`config.mk`:
```
export PLATFORM = sky130hd
export DESIGN_NAME = axi_traffic_gen
export DESIGN_NICKNAME = d
export VERILOG_FILES = /design/src/rtl/axi_traffic_gen.sv
export SDC_FILE = /design/constraint.sdc
export NUM_CORES = 1
export LEC_CHECK = 0
export CAP_MARGIN = 20
export CORE_MARGIN = 1
export CORE_UTILIZATION = 54
export CTS_CLUSTER_SIZE = 16
export DETAILED_ROUTE_END_ITERATION = 7
export PLACE_DENSITY = 0.81
export SYNTH_ARGS = -nofsm -noshare
export SYNTH_HDL_FRONTEND = slang
export SYNTH_SLANG_ARGS = --single-unit
export TNS_END_PERCENT = 1
```
`constraint.sdc`:
```
create_clock -name clk -period 3.4 [get_ports clk]
set_clock_uncertainty 0.2 [all_clocks]
set_input_delay 0.68 -clock clk [delete_from_list [all_inputs] [get_ports clk]]
set_output_delay 0.68 -clock clk [all_outputs]
set_load 0.01 [all_outputs]
```
`src/rtl/axi_traffic_gen.sv`:
```
// axi_traffic_gen: self-contained AXI-style write-then-read traffic generator.
// A start pulse writes NUM_BURSTS bursts of BURST_LEN beats (data SEED^word_index)
// from BASE_ADDR, then reads the same region back and counts mismatches and
// non-OKAY responses in a saturating err_count.
//
// Ports:
//   clk, rst_n                  clock, asynchronous active-low reset
//   start                       one-cycle pass request (ignored while busy)
//   busy, done, pass            pass status (done holds until the next start)
//   err_count[15:0]             saturating error count
//   timeout                     watchdog aborted the pass
//   cmd_valid/ready/write/addr/len          command channel
//   cmd_wdata/wstrb/wvalid/wready           write beat channel
//   cmd_bvalid                              write response
//   cmd_rdata/rvalid/rready                 read beat channel
//   cmd_resp[1:0]                           response code for bvalid/rvalid
//
// Optional feature macro: TRAFFIC_GEN_TIMEOUT_EN enables a 1024-cycle
// no-handshake watchdog; without it timeout is tied low.
module axi_traffic_gen #(
    parameter int unsigned ADDR_WIDTH = 32,
    parameter int unsigned DATA_WIDTH = 32,
    parameter int unsigned NUM_BURSTS = 4,
    parameter int unsigned BURST_LEN  = 4,
    parameter logic [31:0] BASE_ADDR  = 32'h0000_0020,
    parameter logic [31:0] SEED       = 32'hA5A5_0000
) (
    input  logic                      clk,
    input  logic                      rst_n,
    input  logic                      start,
    output logic                      busy,
    output logic                      done,
    output logic                      pass,
    output logic [15:0]               err_count,
    output logic                      timeout,
    output logic                      cmd_valid,
    input  logic                      cmd_ready,
    output logic                      cmd_write,
    output logic [ADDR_WIDTH-1:0]     cmd_addr,
    output logic [7:0]                cmd_len,
    output logic [DATA_WIDTH-1:0]     cmd_wdata,
    output logic [DATA_WIDTH/8-1:0]   cmd_wstrb,
    output logic                      cmd_wvalid,
    input  logic                      cmd_wready,
    input  logic                      cmd_bvalid,
    input  logic [DATA_WIDTH-1:0]     cmd_rdata,
    input  logic                      cmd_rvalid,
    output logic                      cmd_rready,
    input  logic [1:0]                cmd_resp
);

    localparam int unsigned STRB_WIDTH  = DATA_WIDTH / 8;
    localparam int unsigned BURST_BYTES = BURST_LEN * STRB_WIDTH;
    localparam int unsigned WD_LIMIT    = 1023;

    typedef enum logic [2:0] {
        IDLE    = 3'd0,
        WR_CMD  = 3'd1,
        WR_DATA = 3'd2,
        WR_RESP = 3'd3,
        RD_CMD  = 3'd4,
        RD_DATA = 3'd5,
        DONE    = 3'd6
    } state_t;

    state_t                  r_state;
    logic                    r_busy;
    logic                    r_done;
    logic                    r_pass;
    logic [15:0]             r_err_count;
    logic                    r_cmd_valid;
    logic                    r_cmd_write;
    logic [ADDR_WIDTH-1:0]   r_cmd_addr;
    logic [DATA_WIDTH-1:0]   r_cmd_wdata;
    logic                    r_cmd_wvalid;
    logic                    r_cmd_rready;
    logic [7:0]              r_burst;
    logic [7:0]              r_beat;
    logic [31:0]             r_idx;      // word index b*BURST_LEN+k of the current beat

    logic                    w_last_beat;
    logic                    w_last_burst;
    logic                    w_rd_bad;
    logic                    w_err_inc;
    logic [15:0]             w_err_next;
    logic                    w_wd_expire;

    // Expected data word for a given word index
    function automatic logic [DATA_WIDTH-1:0] f_pattern(input logic [31:0] idx);
        return DATA_WIDTH'(SEED) ^ DATA_WIDTH'(idx);
    endfunction

    assign w_last_beat  = (r_beat == 8'(BURST_LEN - 1));
    assign w_last_burst = (r_burst == 8'(NUM_BURSTS - 1));

    // A bad read beat counts once whether the data, the response, or both are wrong
    assign w_rd_bad   = (cmd_rdata != f_pattern(r_idx)) || (cmd_resp != 2'b00);
    assign w_err_inc  = ((r_state == WR_RESP) && cmd_bvalid && (cmd_resp != 2'b00)) ||
                        ((r_state == RD_DATA) && cmd_rvalid && w_rd_bad);
    assign w_err_next = (w_err_inc && (r_err_count != 16'hFFFF)) ? r_err_count + 16'd1
                                                                  : r_err_count;

`ifdef TRAFFIC_GEN_TIMEOUT_EN
    logic        r_timeout;
    logic [15:0] r_wd;
    logic        w_hs;

    assign w_hs = (r_cmd_valid && cmd_ready) || (r_cmd_wvalid && cmd_wready) ||
                  ((r_state == WR_RESP) && cmd_bvalid) ||
                  ((r_state == RD_DATA) && cmd_rvalid);
    assign w_wd_expire = r_busy && !w_hs && (r_wd == 16'(WD_LIMIT));
    assign timeout     = r_timeout;

    // Watchdog: counts busy cycles since the last handshake
    always_ff @(posedge clk or negedge rst_n) begin
        if (!rst_n) begin
            r_wd      <= 16'd0;
            r_timeout <= 1'b0;
        end else if (start && ((r_state == IDLE) || (r_state == DONE))) begin
            r_wd      <= 16'd0;
            r_timeout <= 1'b0;
        end else if (w_wd_expire) begin
            r_wd      <= 16'd0;
            r_timeout <= 1'b1;
        end else if (r_busy) begin
            r_wd      <= w_hs ? 16'd0 : r_wd + 16'd1;
        end
    end
`else
    assign w_wd_expire = 1'b0;
    assign timeout     = 1'b0;
`endif

    // Main pass sequencer with registered outputs
    always_ff @(posedge clk or negedge rst_n) begin
        if (!rst_n) begin
            r_state      <= IDLE;
            r_busy       <= 1'b0;
            r_done       <= 1'b0;
            r_pass       <= 1'b0;
            r_err_count  <= 16'd0;
            r_cmd_valid  <= 1'b0;
            r_cmd_write  <= 1'b0;
            r_cmd_addr   <= '0;
            r_cmd_wdata  <= '0;
            r_cmd_wvalid <= 1'b0;
            r_cmd_rready <= 1'b0;
            r_burst      <= 8'd0;
            r_beat       <= 8'd0;
            r_idx        <= 32'd0;
        end else if (w_wd_expire) begin
            r_state      <= DONE;
            r_busy       <= 1'b0;
            r_done       <= 1'b1;
            r_pass       <= 1'b0;
            r_cmd_valid  <= 1'b0;
            r_cmd_wvalid <= 1'b0;
            r_cmd_rready <= 1'b0;
        end else begin
            case (r_state)
                IDLE, DONE: begin
                    if (start) begin
                        r_state     <= WR_CMD;
                        r_busy      <= 1'b1;
                        r_done      <= 1'b0;
                        r_pass      <= 1'b0;
                        r_err_count <= 16'd0;
                        r_cmd_valid <= 1'b1;
                        r_cmd_write <= 1'b1;
                        r_cmd_addr  <= ADDR_WIDTH'(BASE_ADDR);
                        r_burst     <= 8'd0;
                        r_beat      <= 8'd0;
                        r_idx       <= 32'd0;
                    end
                end
                WR_CMD: begin
                    if (cmd_ready) begin
                        r_cmd_valid  <= 1'b0;
                        r_cmd_wvalid <= 1'b1;
                        r_cmd_wdata  <= f_pattern(r_idx);
                        r_state      <= WR_DATA;
                    end
                end
                WR_DATA: begin
                    if (cmd_wready) begin
                        r_idx <= r_idx + 32'd1;
                        if (w_last_beat) begin
                            r_beat       <= 8'd0;
                            r_cmd_wvalid <= 1'b0;
                            r_state      <= WR_RESP;
                        end else begin
                            r_beat      <= r_beat + 8'd1;
                            r_cmd_wdata <= f_pattern(r_idx + 32'd1);
                        end
                    end
                end
                WR_RESP: begin
                    if (cmd_bvalid) begin
                        r_err_count <= w_err_next;
                        r_cmd_valid <= 1'b1;
                        if (w_last_burst) begin
                            // Read phase restarts from burst 0 / word 0
                            r_burst     <= 8'd0;
                            r_idx       <= 32'd0;
                            r_cmd_addr  <= ADDR_WIDTH'(BASE_ADDR);
                            r_cmd_write <= 1'b0;
                            r_state     <= RD_CMD;
                        end else begin
                            r_burst    <= r_burst + 8'd1;
                            r_cmd_addr <= r_cmd_addr + ADDR_WIDTH'(BURST_BYTES);
                            r_state    <= WR_CMD;
                        end
                    end
                end
                RD_CMD: begin
                    if (cmd_ready) begin
                        r_cmd_valid  <= 1'b0;
                        r_cmd_rready <= 1'b1;
                        r_state      <= RD_DATA;
                    end
                end
                RD_DATA: begin
                    if (cmd_rvalid) begin
                        r_err_count <= w_err_next;
                        r_idx       <= r_idx + 32'd1;
                        if (w_last_beat) begin
                            r_beat       <= 8'd0;
                            r_cmd_rready <= 1'b0;
                            if (w_last_burst) begin
                                r_state <= DONE;
                                r_busy  <= 1'b0;
                                r_done  <= 1'b1;
                                r_pass  <= (w_err_next == 16'd0);
                            end else begin
                                r_burst     <= r_burst + 8'd1;
                                r_cmd_addr  <= r_cmd_addr + ADDR_WIDTH'(BURST_BYTES);
                                r_cmd_valid <= 1'b1;
                                r_state     <= RD_CMD;
                            end
                        end else begin
                            r_beat <= r_beat + 8'd1;
                        end
                    end
                end
                default: r_state <= IDLE;
            endcase
        end
    end

    assign busy       = r_busy;
    assign done       = r_done;
    assign pass       = r_pass;
    assign err_count  = r_err_count;
    assign cmd_valid  = r_cmd_valid;
    assign cmd_write  = r_cmd_write;
    assign cmd_addr   = r_cmd_addr;
    assign cmd_len    = 8'(BURST_LEN - 1);
    assign cmd_wdata  = r_cmd_wdata;
    assign cmd_wstrb  = '1;
    assign cmd_wvalid = r_cmd_wvalid;
    assign cmd_rready = r_cmd_rready;

endmodule

```
==> summary.txt <==
Min path
  – Hold Crit Class: input pin to async pin

Drt
  – WL met2: between 10000 and 15000 um
  – Number of DRC markers in iteration 0: around 720
  – Drt wl/cell: 17.3 um
  – Routed Antenna Nets: 0
  – Post-route DRC: 0
  – Top Layer Used: met4
  – WL final: 21800 um
  – WL met3: approximately 1400 um
  – WL met1: ~9300 um
  – Avg Vias per Cell: slightly above 6
  – Detailed-route via count: 7620
  – Drt pass-1 iters: 5

Cells and area
  – Area growth from synthesis to layout: 26.6%
  – Share of layout cells above drive strength 1: between 7 and 8%
  – Non-Filler Instances: 1256
  – Fin util: a little over two thirds
  – Area of the multi-input gates: between 0.004 and 0.005 mm2
  – Number of diodes: 0
  – Fillers: around 1100
  – Most common cell after layout, fill and taps aside: dfrtp_1
  – Nets: 1106
  – FF/Latch Area: 0.00335 mm2
  – Commonest non-fill, non-tap cells in the layout: 134 x dfrtp_1, 122 x clkdlybuf4s50_1, 103 x o21ai_0, 102 x nor2_1, 96 x nand2_1

Critical path
  – Critical path class: input pin to register
  – Largest stage delay, worst path: 0.51 ns
  – WP buf/inv: 2
  – WP data required: between 3 and 4 ns
  – Worst path slowest cell: or4_1
  – Worst path top cell family by delay: simple AND/OR/NAND/NOR gates
  – Startpoint class of the critical path: input pin
  – CP Max Fanout: 8
  – CP cell instances: clkdlybuf4s50_1, xnor2_1, or4_1, nor2_1, and4_1, buf_4, or4_1, a22oi_1, nand4_1, o31ai_1
  – Crit path top cell by count: or4_1
  – Data arrival time of the critical path: approximately 3.3 ns
  – CP Capture Type: register

Clock network
  – Number of hold buffers added after CTS: 0
  – Clock root buffer master: clkbuf_16
  – H-tree depth: 4
  – Clock slew at reported path FFs: approximately 0.060 ns
  – CTS Sinks: 134
  – CTS resizes: 0
  – Post-CTS setup buffers: 0
  – CTS tree: done
  – Max clock buf depth: 2
  – Clk_lat worst skew: 0.43 ns
  – TritonCTS Buffers: 17

Logic synthesis
  – FF+latch count, synth: around 130
  – Post-synthesis sequential area ratio: 41.6%
  – Largest cells by area after synthesis: dfrtp_1 42%, o21ai_0 6.4%, xor2_1 5.6%, nor2_1 4.7%, nand2_1 4.5%
  – Synth Warn #: 0
  – Avg Cell Area, Syn: 8.55 um2
  – Count of cell types in the netlist: 66
  – Top-area cell type share of the netlist area: slightly above 40%
  – Post-Syn Area: between 0.008 and 0.009 mm2
  – Main synth FF type: dfrtp_1
  – Area leader, netlist: dfrtp_1
  – Cells after Synth: between 900 and 1000
  – Async SR Flop Fraction: between 90% and 100%
  – EDFF count, synth: 0

Die
  – Die area: roughly 0.015 mm2
  – Io pins: around 140
  – Die Ht: ~120 um
  – DIE WIDTH: between 100 and 150 um
  – Starting density of the core: a little under three fifths
  – Placeable core area: ~0.015 mm2
  – Row cnt: 44

Placement
  – Dpl cells: 1225
  – PortBufs: roughly 120
  – DP HPWL: ~15000 um
  – GP Congestion: 0.929

GRT
  – Largest net degree at the start of global routing: 61
  – First-pass GRT wire length: approximately 37000 um
  – Global Route Usage Sum: 29.4%
  – Vias in the first global route: about 7300
  – Initial antenna violation count: 0
  – GR Overflow Total: 0

STA
  – Final setup fails: 0
  – TNS Setup: 0 ns
  – RSZ-0062 raised after global routing: false
  – Fin. max-slew vios: 0
  – Tcrit/Tclk final: just over 90%
  – Worst-margin pin slew: about 0.94 ns
  – Final Hold Fails: 0
  – Max Fclk: ~0.32 GHz
  – Worst slew margin: between 30% and 40%
  – Final min period: 3.13 ns

Flow run
  – Max-Cap Viols: 0

Power and ir drop
  – Maximum vdd drop: 0.000410 V
  – Pwr Density: a little under 600 mW/mm2
  – Leakage: between 4 and 5 nW

Outcome
  – Status: finished clean
[worst reg2reg max path: stages (launching register included)]
cell,delay (ns)
dfrtp_1,0.49
ha_1,0.33
nand3_1,0.20
nor2_1,0.31
nand3_1,0.21
a32oi_1,0.23
o211ai_1,0.16
nor4b_1,0.31
nand4_1,0.17
o31ai_1,0.23
[layout make-up]
| cell class | count | share of cell area (%) |
|---|---|---|
| Clock buffer | 19 | 4.34 |
| Clock inverter | 12 | 2.67 |
| Inverter | 12 | 0.441 |
| Multi-Input combinational cell | 736 | 42.5 |
| Sequential cell | 134 | 32.8 |
| Tap cell | 184 | 2.25 |
| Timing Repair Buffer | 159 | 15.0 |
[cells in the mapped netlist, drive strengths merged (8+ instances only)]
cell	n
dfrtp	134
o21ai	121
nor2	103
nand2	96
nand3	58
xor2	52
clkbuf	41
xnor2	41
buf	35
and3	29
o31ai	26
nand4	21
a21oi	18
a31oi	15
inv	12
nor3	12
or3	11
nor2b	10
nand2b	8
nor4	8
[power breakdown]
group | switching (W) | internal [W] | total (W)
logic | 0.00110 | 0.000710 | 0.00181
registers | 0.000203 | 0.00175 | 0.00195
clock network | 0.000717 | 0.00154 | 0.00226
[state kept, by name, indices dropped and copies added, names as in the netlist, 3 cells and up]
register / flops
cmd_addr: 28
cmd_wdata: 32
err_count: 16
r_beat: 8
r_burst: 8
r_idx: 32
r_state: 3
[metrics by stage]
step	cell area, um2	setup WS [ns]	hold WS [ns]	total power [W]
finish	10200	0.267	0.0359	0.00602
global route	10200	0.152	0.0866	0.00632
detailed placement	9500	-0.136	0.270	0.00376
global placement	9500	-0.0738	0.263	0.00373
floorplan	8120	0.530	0.184	0.00301
CTS	10200	0.306	0.0603	0.00602
[worst paths after layout]
kind / from / slack [ns] / cells after the start / end
worst max-delay path: cmd_rdata[31] / 0.27 / 10 / pass$_DFFE_PN0P_
worst max register to register: err_count[0]$_DFFE_PN0P_ / 0.47 / 9 / pass$_DFFE_PN0P_
worst min register to register: cmd_wdata[14]$_DFFE_PN0P_ / 0.28 / 2 / cmd_wdata[14]$_DFFE_PN0P_
worst min-delay path: rst_n / 0.04 / 1 / err_count[13]$_DFFE_PN0P_
min in group clk: cmd_wdata[14]$_DFFE_PN0P_ / 0.28 / 2 / cmd_wdata[14]$_DFFE_PN0P_
max in group asynchronous: rst_n / 2.25 / 2 / cmd_addr[26]$_DFFE_PN0P_
[layer usage]
layer / vias to the layer above / GRT usage, %
met2: 316 / 47.6
met5: - / 0
met1: 3725 / 39.1
li1: 3533 / -
met3: 46 / 5.52
met4: 0 / 11.3
[logic make-up (layout without fill, tap and decap cells)]
family / count (synthesis) / in the layout / synth area share, %
AND/OR/NAND/NOR: 391 / 391 / 24.0
buffers and inverters: 88 / 202 / 5.49
flip-flops: 134 / 134 / 41.6
AO/OA/AOI/OAI: 220 / 220 / 16.7
XOR/XNOR: 93 / 93 / 10.1
other: 2 / 17 / 0.0931
adder cells (fa/ha/maj): 5 / 5 / 0.776
multiplexers: 10 / 10 / 1.29
(Power assumes the default switching activity.)
